`config.mk`:
```
export PLATFORM = sky130hd
export DESIGN_NAME = clone_detect
export DESIGN_NICKNAME = d
export VERILOG_FILES = /design/src/rtl/clone_detect.sv
export SDC_FILE = /design/constraint.sdc
export NUM_CORES = 1
export LEC_CHECK = 0
export CAP_MARGIN = 20
export CORE_ASPECT_RATIO = 0.75
export CORE_MARGIN = 10
export CORE_UTILIZATION = 53
export CTS_BUF_LIST = sky130_fd_sc_hd__clkbuf_16
export CTS_CLUSTER_DIAMETER = 50
export DETAILED_ROUTE_END_ITERATION = 16
export PLACE_DENSITY = 0.71
export SLEW_MARGIN = 30
export SYNTH_ARGS = -nofsm -noshare
export SYNTH_HDL_FRONTEND = slang
export SYNTH_SLANG_ARGS = --single-unit
```
`constraint.sdc`:
```
create_clock -name m2 -period 7.6 [get_ports m2]
set_input_delay 1.9 -clock m2 [delete_from_list [all_inputs] [get_ports m2]]
set_output_delay 1.9 -clock m2 [all_outputs]
set_load 0.01 [all_outputs]
```
`src/rtl/clone_detect.sv`:
```
`default_nettype none
// ============================================================================
// clone_detect : power-on famiclone detector.
// Grounds CIRAM /CE and /A13, then classifies the console from PPU /A13 reads.
// Revision: 1.0
// ============================================================================
module clone_detect #(
   parameter int unsigned INIT_CYCLES    = 15,
   parameter int unsigned SAMPLE_LO      = 3,
   parameter int unsigned SAMPLE_HI      = 3,
   parameter int unsigned MISMATCH_MIN   = 1,
   parameter int unsigned TIMEOUT_CYCLES = 0
) (
   input  logic       m2,
   input  logic       rst_n,
   input  logic       rd_event,
   input  logic       rd_a13,
   input  logic       rd_not_a13,
   input  logic       rescan,
   output logic       ground_en,
   output logic       new_dendy,
   output logic       detect_done,
   output logic [7:0] mismatch_cnt
);

   localparam logic [15:0] INIT_LOAD = 16'(INIT_CYCLES);
   localparam logic [7:0]  LO_MAX    = 8'(SAMPLE_LO);
   localparam logic [7:0]  HI_MAX    = 8'(SAMPLE_HI);
   localparam logic [7:0]  MM_MIN    = 8'(MISMATCH_MIN);
   localparam logic [31:0] TO_LIMIT  = 32'(TIMEOUT_CYCLES);

   typedef enum logic [1:0] {
      ST_INIT    = 2'd0,
      ST_OBSERVE = 2'd1,
      ST_DONE    = 2'd2
   } state_t;

   state_t      state;
   logic [15:0] init_cnt;
   logic [7:0]  lo_cnt;
   logic [7:0]  hi_cnt;
   logic [31:0] timer;

   logic        window_open;
   logic        mismatch;
   logic [7:0]  mm_next;
   logic [7:0]  lo_next;
   logic [7:0]  hi_next;
   logic [31:0] timer_next;
   logic        window_close;
   logic        timeout_hit;

   // Next-window values include the current read, so the closing read counts.
   always_comb begin
      window_open  = (lo_cnt < LO_MAX) && (hi_cnt < HI_MAX);
      mismatch     = rd_event && window_open && (rd_not_a13 == rd_a13);
      mm_next      = (mismatch && (mismatch_cnt != 8'hFF)) ? mismatch_cnt + 8'd1 : mismatch_cnt;
      lo_next      = (rd_event && !rd_a13 && (lo_cnt < LO_MAX)) ? lo_cnt + 8'd1 : lo_cnt;
      hi_next      = (rd_event &&  rd_a13 && (hi_cnt < HI_MAX)) ? hi_cnt + 8'd1 : hi_cnt;
      window_close = (lo_next == LO_MAX) || (hi_next == HI_MAX) || (mm_next >= MM_MIN);
      timer_next   = timer + 32'd1;
      timeout_hit  = (TO_LIMIT != 32'd0) && (timer_next == TO_LIMIT);
   end

   always_ff @(posedge m2 or negedge rst_n) begin
      if (!rst_n) begin
         state        <= ST_INIT;
         init_cnt     <= INIT_LOAD;
         lo_cnt       <= 8'd0;
         hi_cnt       <= 8'd0;
         timer        <= 32'd0;
         ground_en    <= 1'b1;
         new_dendy    <= 1'b0;
         detect_done  <= 1'b0;
         mismatch_cnt <= 8'd0;
      end else if (rescan) begin
         if (state == ST_DONE) begin
            new_dendy <= 1'b0;
         end
         state        <= ST_INIT;
         init_cnt     <= INIT_LOAD;
         lo_cnt       <= 8'd0;
         hi_cnt       <= 8'd0;
         timer        <= 32'd0;
         ground_en    <= 1'b1;
         detect_done  <= 1'b0;
         mismatch_cnt <= 8'd0;
      end else begin
         case (state)
            ST_INIT: begin
               init_cnt <= init_cnt - 16'd1;
               if (init_cnt == 16'd1) begin
                  state     <= ST_OBSERVE;
                  ground_en <= 1'b0;
               end
            end
            ST_OBSERVE: begin
               timer        <= timer_next;
               mismatch_cnt <= mm_next;
               lo_cnt       <= lo_next;
               hi_cnt       <= hi_next;
               // A closing read takes precedence over a coincident timeout.
               if (window_close) begin
                  state       <= ST_DONE;
                  detect_done <= 1'b1;
                  new_dendy   <= (mm_next >= MM_MIN);
               end else if (timeout_hit) begin
                  state       <= ST_DONE;
                  detect_done <= 1'b1;
                  new_dendy   <= 1'b0;
               end
            end
            ST_DONE: begin
               state <= ST_DONE;
            end
            default: begin
               state <= ST_INIT;
            end
         endcase
      end
   end

endmodule
`default_nettype wire
```
==> Word-level counts from Yosys, hierarchy flattened <==
Index checks and enable logic that the tools add are counted.
{ "totals": {"input_bits": 6, "reg_bits": 45} }
{ "classes": {"n_reduce_logical": 20, "n_lt_le_gt_ge": 3, "n_mux": 25, "add_sub_neg": 4, "n_eq_ne": 10} }
{ "op_table": {"columns": ["operator", "count"], "rows": [
  ["$mux 8", 9],
  ["$mux 16", 2],
  ["$add 8x1->8 const B", 3],
  ["$eq 16x1->1 const B", 1],
  ["$eq 8x2->1 const B", 2],
  ["$lt 8x2->1 const B", 2],
  ["$sub 16x1->16 const B", 1],
  ["$mux 1", 10],
  ["$ge 8x1->1 const B", 1],
  ["$logic_and 1x1->1", 8],
  ["$ne 8x8->1 const B", 1],
  ["$reduce_bool 2->1", 4],
  ["$mux 2", 3],
  ["$ne 3x3->1 const B", 2],
  ["$pmux 2 s3", 1],
  ["$reduce_and 2->1", 3],
  ["$reduce_and 3->1", 1],
  ["$eq 2x1->1 const B", 1],
  ["$eq 2x2->1 const B", 1],
  ["$logic_not 2->1", 1],
  ["$logic_or 1x1->1", 2],
  ["$ne 2x1->1 const B", 1],
  ["$eq 1x1->1", 1],
  ["$logic_not 1->1", 1]
]} }

==> Longest topological paths before layout <==
{ "logic_depth": {"depth_word": 11, "ltp_mapped": 8, "ltp_nobuf": 7} }

==> Worst setup path after synthesis <==
OpenSTA, ideal clock, no wires.
{ "synth_path": {"path_kind": "input -> register", "start": "input port rd_event", "end": "register state[1]", "arrival_ps": 3338, "path_buffers": 0, "stages": 6, "setup_ps": 121, "path_slack_ps": 4142, "path_cell_list": "nor3b_1 > nand2_1 > nor4_2 > o21ai_1 > or3_1 > a22o_1"} }
{ "synth_via": {"elab_chain_cells": 8} }
{ "synth_lines": {"columns": ["element", "line", "rtl"], "rows": [
  ["from (decl)", "16", "input logic rd_event,"],
  ["$logic_and 1x1->1, on equally long branches (2 in a row)", "56, 58, 59", null],
  ["$logic_and 1x1->1, or another cell as far along", "57", "mm_next = (mismatch && (mismatch_cnt != 8'hFF)) ? mismatch_cnt + 8'd1 : mismatch_cnt;"],
  ["$mux 8 / $eq 8x2->1 (equally long branches)", "57, 60", null],
  ["$ge 8x1->1 / $logic_or 1x1->1 (equally long branches)", "60", "window_close = (lo_next == LO_MAX) || (hi_next == HI_MAX) || (mm_next >= MM_MIN);"],
  ["$logic_or 1x1->1 *", "60", null],
  ["$ne 3x3->1 (no line) *", null, null],
  ["$reduce_and 2->1 (no line) *", null, null],
  ["to (signal assigned)", "67", "state <= ST_INIT;"],
  ["to (signal assigned)", "80", "state <= ST_INIT;"],
  ["to (signal assigned)", "93", "state <= ST_OBSERVE;"],
  ["to (decl)", "38", "state_t state;"]
]} }
Mark *: on every way between the ends. The rest lies on a longest branch, timed or not.
A chain may end at the register's enable or synchronous reset.

==> Worst setup path in the final report <==
Same ends and word-level chain as after synthesis.

==> results by group <==
Detailed routing
  – Wirelength per Cell: 14.2 um
  – Remaining antenna violation count: 0
  – TritonRoute pass-1 iters: 4
  – Routed wire length: 4410 um
  – 1st-iter DRT viols: 72
  – Via Count: 1722
  – Via/cell ratio: 5.54
  – Detailed-route DRC error count: 0

Setup path
  – Setup crit end: state[1]
  – Worst path depth: 7
  – Crit path arrival time: 4030 ps
  – Delay-heaviest family, CP: simple AND/OR/NAND/NOR gates
  – Critical Path RT: 7780 ps
  – Buf+Inv Stages, Crit Path: 1
  – CP Launch Type: primary input
  – Worst reg2reg path depth: 6
  – Setup CP Type: primary input to register
  – Cell Chain, Critical Path: clkdlybuf4s50_1 > nor3b_1 > nand2_1 > nor4_2 > o21ai_1 > or3_1 > a22o_1
  – Critical path's slowest cell: clkdlybuf4s50_1
  – Crit path launch: rd_event
  – Critical Path End Type: register
  – Critical path fanouts, max: 6
  – Reg2reg end: state[1]
  – Worst R2R Start: lo_cnt[6]
  – Max incr delay on CP: 480 ps
  – Internal reg-to-reg setup slack: 4880 ps

STA
  – WHS: 498 ps
  – Slew Limit Headroom: 61.5%
  – Pins over their slew limit: 0
  – Hold Violations, Final: 0
  – RSZ-0062 raised after global routing: false
  – Final Setup Violations: 0
  – Fmax: 0.260 GHz
  – Clk_skew: 4.15 ps
  – Final setup TNS: 0 ps
  – Worst slew pin tran: 573 ps
  – Minimum clock period: 3850 ps
  – Tcrit/Tclk final: 50.7%

Placement
  – DP Wirelength: 3180 um
  – RD Place Congestion: 0.833
  – Placed cells: 303
  – Placed cell area: 2580 um^2
  – Port Buffers: 16

Clocking
  – Reg clk slew, reported paths: 60 ps
  – CTS Hold Bufs: 0
  – Num CTS Buffers: 5
  – CTS max path bufs: 2
  – Postcts setup bufs: 0
  – H-tree depth: 2
  – Cts repair resizes: 0
  – CTS Sinks: 45
  – Clock tree from TritonCTS: built
  – Clk Latency, worst-skew pair: 290 ps
  – Clock root buffer: clkbuf_16

Logic synthesis
  – Most common cell in the netlist: dfrtp_1
  – Number of synthesized flops with an enable pin: 0
  – Primary FF master, synth: dfrtp_1
  – Yosys Warn Count: 0
  – Area leader, netlist: dfrtp_1
  – Synthesized area per cell: 10.1 um^2
  – Synth Register Bits: 45
  – Async S/R FF share, synth: 100%
  – Most instantiated cells after synthesis: dfrtp_1 (40), nor2_1 (31), nand2_1 (16), nor2b_1 (12), xor2_1 (11)
  – Synthesized area: 2380 um^2
  – Sequential cell area fraction in the yosys report: 47.5%
  – Post-synthesis cell type count: 49
  – Syn Inst Count: 237
  – Post-synth top area share: 42.0%
  – Top cells by area, synth: dfrtp_1 (42%), dfstp_2 (5.5%), nor2_1 (4.9%)
  – Syn Nets: 251

Power
  – Pleak: 1.21 nW
  – Total power: 487 uW
  – Max VDD drop: 0.145 mV
  – Power Density: 179 nW/um^2

Global routing
  – GRT Residual Overflow: 0
  – Initial antenna violation count: 0
  – GRT Total Usage: 12.1%
  – Global-route wire length before repair: 7690 um
  – Vias in the first global route: 1632
  – Largest net degree at the start of global routing: 46

Flow run
  – Max cap viols: 0

Floorplan
  – Die extent in x: 97.5 um
  – I/O Pins: 17
  – Starting Density: 54.0%
  – Site Rows: 21
  – Core Area: 4410 um^2
  – Die Span Y: 78.1 um
  – Die ar.: 7610 um^2

Min path
  – Hold_sp: hi_cnt[7]
  – Hold Path Class: register to register

Layout
  – Fin cells: 311
  – # diodes: 0
  – Layout Cell Area excl Fill: 2730 um^2
  – Syn-to-layout area delta: 14.4%
  – Final net count: 267
  – Layout cells sized above 1: 9.06%

Run status
  – Status: finished, final reports clean
==> how the worst min path moves through the flow <==
stage / to / cells past startpoint / slack, ps
after floorplan: hi_cnt[5] / 1 / 450
after global placement: hi_cnt[3] / 1 / 470
after detailed placement: hi_cnt[4] / 1 / 480
after CTS: hi_cnt[7] / 1 / 500
after global routing: ground_en / 1 / 530
final: hi_cnt[7] / 1 / 500
==> routing by layer <==
metal | track usage [%] | wire length [um]
met5 | 0 | 0
met4 | 5.22 | 64
met3 | 3.50 | 206
met2 | 17.5 | 1880
met1 | 16.5 | 2250
==> sequential cells by signal, indices dropped and copies added, names as in the netlist <==
| name | count |
|---|---|
| detect_done | 1 |
| ground_en | 1 |
| hi_cnt | 8 |
| init_cnt | 16 |
| lo_cnt | 8 |
| mismatch_cnt | 8 |
| new_dendy | 1 |
| state | 2 |
==> cells in the final DEF (no fill, tap or decap), types with 2 or more instances in the layout <==
| cell | n |
|---|---|
| o31a_1 | 2 |
| nor3_1 | 8 |
| clkdlybuf4s50_1 | 15 |
| o22ai_1 | 2 |
| nand3_1 | 7 |
| o41ai_1 | 2 |
| or4_4 | 2 |
| ha_1 | 8 |
| or3_1 | 3 |
| or2_2 | 2 |
| a21oi_1 | 4 |
| buf_4 | 2 |
| nand2_1 | 16 |
| dfrtp_1 | 40 |
| nor2b_1 | 12 |
| nand2b_1 | 5 |
| and3_1 | 4 |
| o21ai_1 | 2 |
| clkinvlp_4 | 2 |
| nor2_1 | 31 |
| nand4_1 | 5 |
| o21ai_0 | 5 |
| mux2i_1 | 6 |
| xnor2_1 | 9 |
| nor4_1 | 3 |
| dfstp_2 | 5 |
| clkbuf_16 | 5 |
| nor4_2 | 2 |
| xor2_1 | 11 |
| inv_1 | 9 |
| or4_1 | 4 |
| nor3b_1 | 2 |
| o31ai_1 | 2 |
==> through the flow <==
step                util, %  setup slack (ps)
floorplan                 -              4140
global placement       58.5              3540
detailed placement     58.5              3450
CTS                    61.8              3740
global route           61.8              3590
finish                 61.8              3750
==> cell families after synthesis <==
| kind of cell | after synthesis | share of synthesized area [%] |
|---|---|---|
| AND/OR/NAND/NOR | 111 | 25.6 |
| AO/OA/AOI/OAI | 31 | 10.1 |
| adder cells (fa/ha/maj) | 8 | 4.20 |
| XOR/XNOR | 20 | 7.35 |
| flip-flops | 45 | 47.5 |
| multiplexers | 6 | 2.52 |
| buffers and inverters | 16 | 2.83 |
==> worst register-to-register path, delay by kind of cell (launching register included) <==
| family | cells | cell delay [ps] |
|---|---|---|
| flops | 1 | 380 |
| simple gates | 4 | 1850 |
| compound gates | 2 | 380 |
==> power breakdown <==
part	total (mW)	internal [mW]	leakage [nW]	switching, mW
Sequential	0.249	0.245	0.612	0.00406
Clock	0.207	0.120	0.0672	0.0868
Combinational	0.0316	0.0137	0.534	0.0179
Total	0.487	0.379	1.21	0.109
==> layout make-up <==
class	count	area, um^2
Multi-Input combinational cell	176	1180
Clock buffer	5	125
Sequential cell	45	1130
Timing Repair Buffer	17	165
Clock inverter	3	18.8
Tap cell	57	71.3
Fill cell	371	1690
Inverter	8	30.0
Power figures use the tool's default switching activity.
